## src/rtl/bm_dag2_log_pipe.sv

```systemverilog
// Two-stage valid/ready logic pipeline: S1 registers the a/b and c/d branch values,
// S2 combines them into out0/out1 and numbers each delivered result with out_cnt.
module bm_dag2_log_pipe #(
    parameter int BITS  = 8,
    parameter int CNT_W = 8
) (
    input  logic             clock,
    input  logic             reset_n,
    input  logic             in_valid,
    output logic             in_ready,
    input  logic [BITS-1:0]  a_in,
    input  logic [BITS-1:0]  b_in,
    input  logic [BITS-1:0]  c_in,
    input  logic [BITS-1:0]  d_in,
    input  logic [1:0]       mode,
    output logic             out_valid,
    input  logic             out_ready,
    output logic [BITS-1:0]  out0,
    output logic             out1,
    output logic [CNT_W-1:0] out_cnt
);

    // Handshake: a side transfers when valid && ready. The only back-pressure is a
    // held result (stall); then both stages freeze and in_ready drops.
    logic             stall;
    logic             in_fire;
    logic             out_fire;

    logic             v1_q;
    logic [BITS-1:0]  ta_q, tb_q, tc_q, td_q;
    logic [1:0]       mode_q;
    logic             out_valid_q;
    logic [BITS-1:0]  out0_q, out0_d;
    logic             out1_q, out1_d;
    logic [CNT_W-1:0] cnt_q;

    assign stall    = out_valid_q && !out_ready;
    assign in_ready = !stall;
    assign in_fire  = in_valid && in_ready;
    assign out_fire = out_valid_q && out_ready;

    always_comb begin
        out0_d = '0;
        unique case (mode_q)
            2'd0: out0_d = ta_q & tb_q;
            2'd1: out0_d = ta_q | tb_q;
            2'd2: out0_d = ta_q ^ tb_q;
            2'd3: out0_d = ~(ta_q & tb_q);
            default: out0_d = '0;
        endcase
        out1_d = |(tc_q | td_q);
    end

    always_ff @(posedge clock or negedge reset_n) begin
        if (!reset_n) begin
            v1_q        <= 1'b0;
            ta_q        <= '0;
            tb_q        <= '0;
            tc_q        <= '0;
            td_q        <= '0;
            mode_q      <= '0;
            out_valid_q <= 1'b0;
            out0_q      <= '0;
            out1_q      <= 1'b0;
            cnt_q       <= '0;
        end else begin
            if (!stall) begin
                v1_q <= in_fire;
                // S1 only reloads on an accept, so an empty stage keeps its last operands.
                if (in_fire) begin
                    ta_q   <= a_in & b_in;
                    tb_q   <= a_in ^ (a_in | b_in);
                    tc_q   <= (c_in & d_in) ^ d_in;
                    td_q   <= c_in ^ d_in;
                    mode_q <= mode;
                end
                out_valid_q <= v1_q;
                if (v1_q) begin
                    out0_q <= out0_d;
                    out1_q <= out1_d;
                end
            end
            if (out_fire) begin
                cnt_q <= cnt_q + CNT_W'(1);
            end
        end
    end

    assign out_valid = out_valid_q;
    assign out0      = out0_q;
    assign out1      = out1_q;
    assign out_cnt   = cnt_q;

endmodule

```

## config.mk

```make
export PLATFORM = sky130hd
export DESIGN_NAME = bm_dag2_log_pipe
export DESIGN_NICKNAME = d
export VERILOG_FILES = /design/src/rtl/bm_dag2_log_pipe.sv
export SDC_FILE = /design/constraint.sdc
export NUM_CORES = 1
export LEC_CHECK = 0
export CELL_PAD_IN_SITES_DETAIL_PLACEMENT = 1
export CELL_PAD_IN_SITES_GLOBAL_PLACEMENT = 1
export CORE_UTILIZATION = 40
export CTS_CLUSTER_SIZE = 25
export DETAILED_ROUTE_END_ITERATION = 10
export GPL_ROUTABILITY_DRIVEN = 1
export PLACE_DENSITY_LB_ADDON = 0.1
export SLEW_MARGIN = 0
export SYNTH_ARGS = -nofsm -noshare
export SYNTH_HDL_FRONTEND = slang
export SYNTH_SLANG_ARGS = --single-unit
```

## constraint.sdc

```tcl
create_clock -name clock -period 1.95 [get_ports clock]
set_input_delay 0.39 -clock clock [delete_from_list [all_inputs] [get_ports clock]]
set_output_delay 0.39 -clock clock [all_outputs]
set_load 0.02 [all_outputs]
```

==> metrics <==
status complete, no violations; clk_lat worst skew between 300 and 400 ps; crit-path max FO 4; PnR Total Power between 0.003 and 0.004 W; share of cells above drive strength 1 roughly 8.9%; crit path cell chain clkdlybuf4s50_1; critical path endpoint category output port; R2R depth 4; DR pass1 iterations 4; post-route ant nets 0; final-stage net count around 380; Final Routed Wirelength 5.42 mm; r2r setup slk approximately 420 ps; top cells by area, synth dfrtp_1 47%, ha_1 11%, mux2i_1 8.6%, inv_1 4.4%, mux2_4 3.2%; largest area contributor in the netlist dfrtp_1; cell area power density roughly 950 nW/um2; most frequent cells in the layout 54 x clkdlybuf4s50_1, 53 x dfrtp_1, 33 x inv_1; final setup violating endpoints 0; Yosys warnings 0; Min-Delay Path Class in -> async; Crit Path Class reg -> out; initial antenna violation count 0; routability cong. approximately 0.7; CTS sink count 53; timing startpoint of the critical path out_valid; Worst-path clk slew approximately 100 ps; Finished Core Util 52.8%; f_max ~0.56 GHz; CP startpoint kind register; Die X 85.6 um; Mapped Nets between 300 and 400; Vias/cell roughly 5.1; # rows 30; CTS Buffer Depth 2; RSZ-0062 raised after global routing false; leak pwr roughly 1.8 nW; Root Buffer clkbuf_8; commonest non-fill, non-tap cell in the layout clkdlybuf4s50_1; met2 Resource Use GR 27.3%; met3 Resource Use GR roughly 3.2%; Avg Cell Area, Syn ~11 um2; TritonCTS clock tree done; post-synth top area share between 40% and 50%; sequential area share after synthesis 47.5%; total number of vias between 1500 and 2000; GRT Residual Overflow 0; CORE AREA between 6000 and 7000 um2; GR peak layer met2; Post-DP HPWL between 4 and 5 mm; CP arrival approximately 1400 ps; vias in the first global route 2002; io pins between 50 and 60; largest net degree at the start of global routing 54; area delta synth->final 27.6%; GRT Total Usage approximately 16%; Mapped Cells about 250; reg2reg start mode_q[0]; Fin. Hold Viols 0; Max VDD drop ~350 uV; total die area ~7300 um2; max_cap viols 0; family with the most delay on the worst path buffers and inverters; reg2reg end out0[4]; FF+latch count, synth 53; Distinct cells, synth 31; first-pass GRT wire length just over 9 mm; TritonCTS Buffers 5; Max-slew headroom ~64%; met1 Use GR roughly 22%; Die Y roughly 86 um; Final Cycle Share approximately nine tenths; post-detailed-route wirelength per cell approximately 14 um; 1st-iter DRT viols 36; CP max-delay cell clkdlybuf4s50_1; worst-margin pin slew ~540 ps; Mapped Area ~2800 um2; Worst path max stage delay 640 ps; Fin Clk Skew 13.0 ps; antenna fix cells 0; Hold-fix buffers, CTS 0; fin. max-slew vios 0; worst endpoint required time 1560 ps; critical path depth in cells 1; Starting Density roughly 41%; Crit path buffers/inverters 1; Final min period ~1800 ps; # DRC 0; # port buffers between 50 and 60; H-tree depth 2
[per-layer routing]
| metal | wire, um | vias to the layer above |
|---|---|---|
| met4 | 57 | 0 |
| met5 | 0 | - |
| met3 | 185 | 5 |
| met1 | 2530 | 985 |
| met2 | 2640 | 36 |
| li1 | - | 967 |
[layout make-up]
cell class,count,area (um2)
repair buffers,64,652
inverters,33,124
clock inverters,3,22.5
flip-flops and latches,53,1330
clock buffers,5,68.8
well taps,80,100
fillers,762,3190
multi-input cells,155,1270
[worst max path at each step]
stage | endpoint | slack, ps
2_1_floorplan | tc_q[2] | 640
3_3_place_gp | in_ready | -40
3_5_place_dp | in_ready | -40
4_1_cts | out_valid | 150
5_1_grt | out_cnt[0] | 110
6_report | out_valid | 160
[metrics by stage]
stage	setup slack, ps	TNS [ps]	hold slack, ps	cells	instance area [um2]
finish	162	0	59.1	393	3560
global route	112	0	70.9	393	3560
CTS	152	0	66.4	393	3560
detailed placement	-39.5	-39.5	409	385	3470
global placement	-41.0	-41.0	414	385	3470
floorplan	636	0	94.4	252	2790
[kinds of logic (layout without fill, tap and decap cells)]
logic type | after synthesis | in the layout | synth area share (%)
simple gates | 54 | 54 | 9.90
flops | 53 | 53 | 47.5
buf+inv | 44 | 105 | 6.99
mux | 36 | 36 | 14.2
compound gates | 33 | 33 | 7.98
fa+ha+maj | 25 | 25 | 11.2
xor+xnor | 7 | 7 | 2.20
[synth_stat cells (all sizes together)]
library cell,number
nand2,22
nand2b,9
nor3,2
a21oi,8
inv,33
dfrtp,53
mux2i,24
a31oi,8
nand4,1
nor2b,2
o211ai,7
nor2,10
ha,25
clkbuf,3
xnor2,2
nand3,2
a211o,8
and2,1
nor4,5
mux2,12
buf,8
o21ai,2
xor2,5
[flip-flops by register name, indices dropped and copies added, names as in the netlist]
| signal | count |
|---|---|
| out_valid | 1 |
| tb_q | 8 |
| out1 | 1 |
| ta_q | 8 |
| out_cnt | 8 |
| td_q | 8 |
| v1_q | 1 |
| tc_q | 8 |
| out0 | 8 |
| mode_q | 2 |
[repair_timing]
item / 4_1_cts / 5_1_grt
buffers inserted: 0 / 0
setup endpoints to repair: 1 / 0
resized for setup: 1 / 0
[power by group]
group          internal, W  leakage, nW  switching [W]  total (W)
clock network     0.000255       0.0481       0.000370   0.000625
registers          0.00135        0.647       0.000230    0.00158
logic             0.000612         1.06       0.000558    0.00117
total              0.00222         1.75        0.00116    0.00337
[worst register-to-register path, stage by stage, from the launching register on]
cell	delay, ps
dfrtp_1	660
buf_4	290
nor2_1	70
a211o_1	270
a31oi_1	160
No activity file was read; power rests on OpenSTA's default activity.
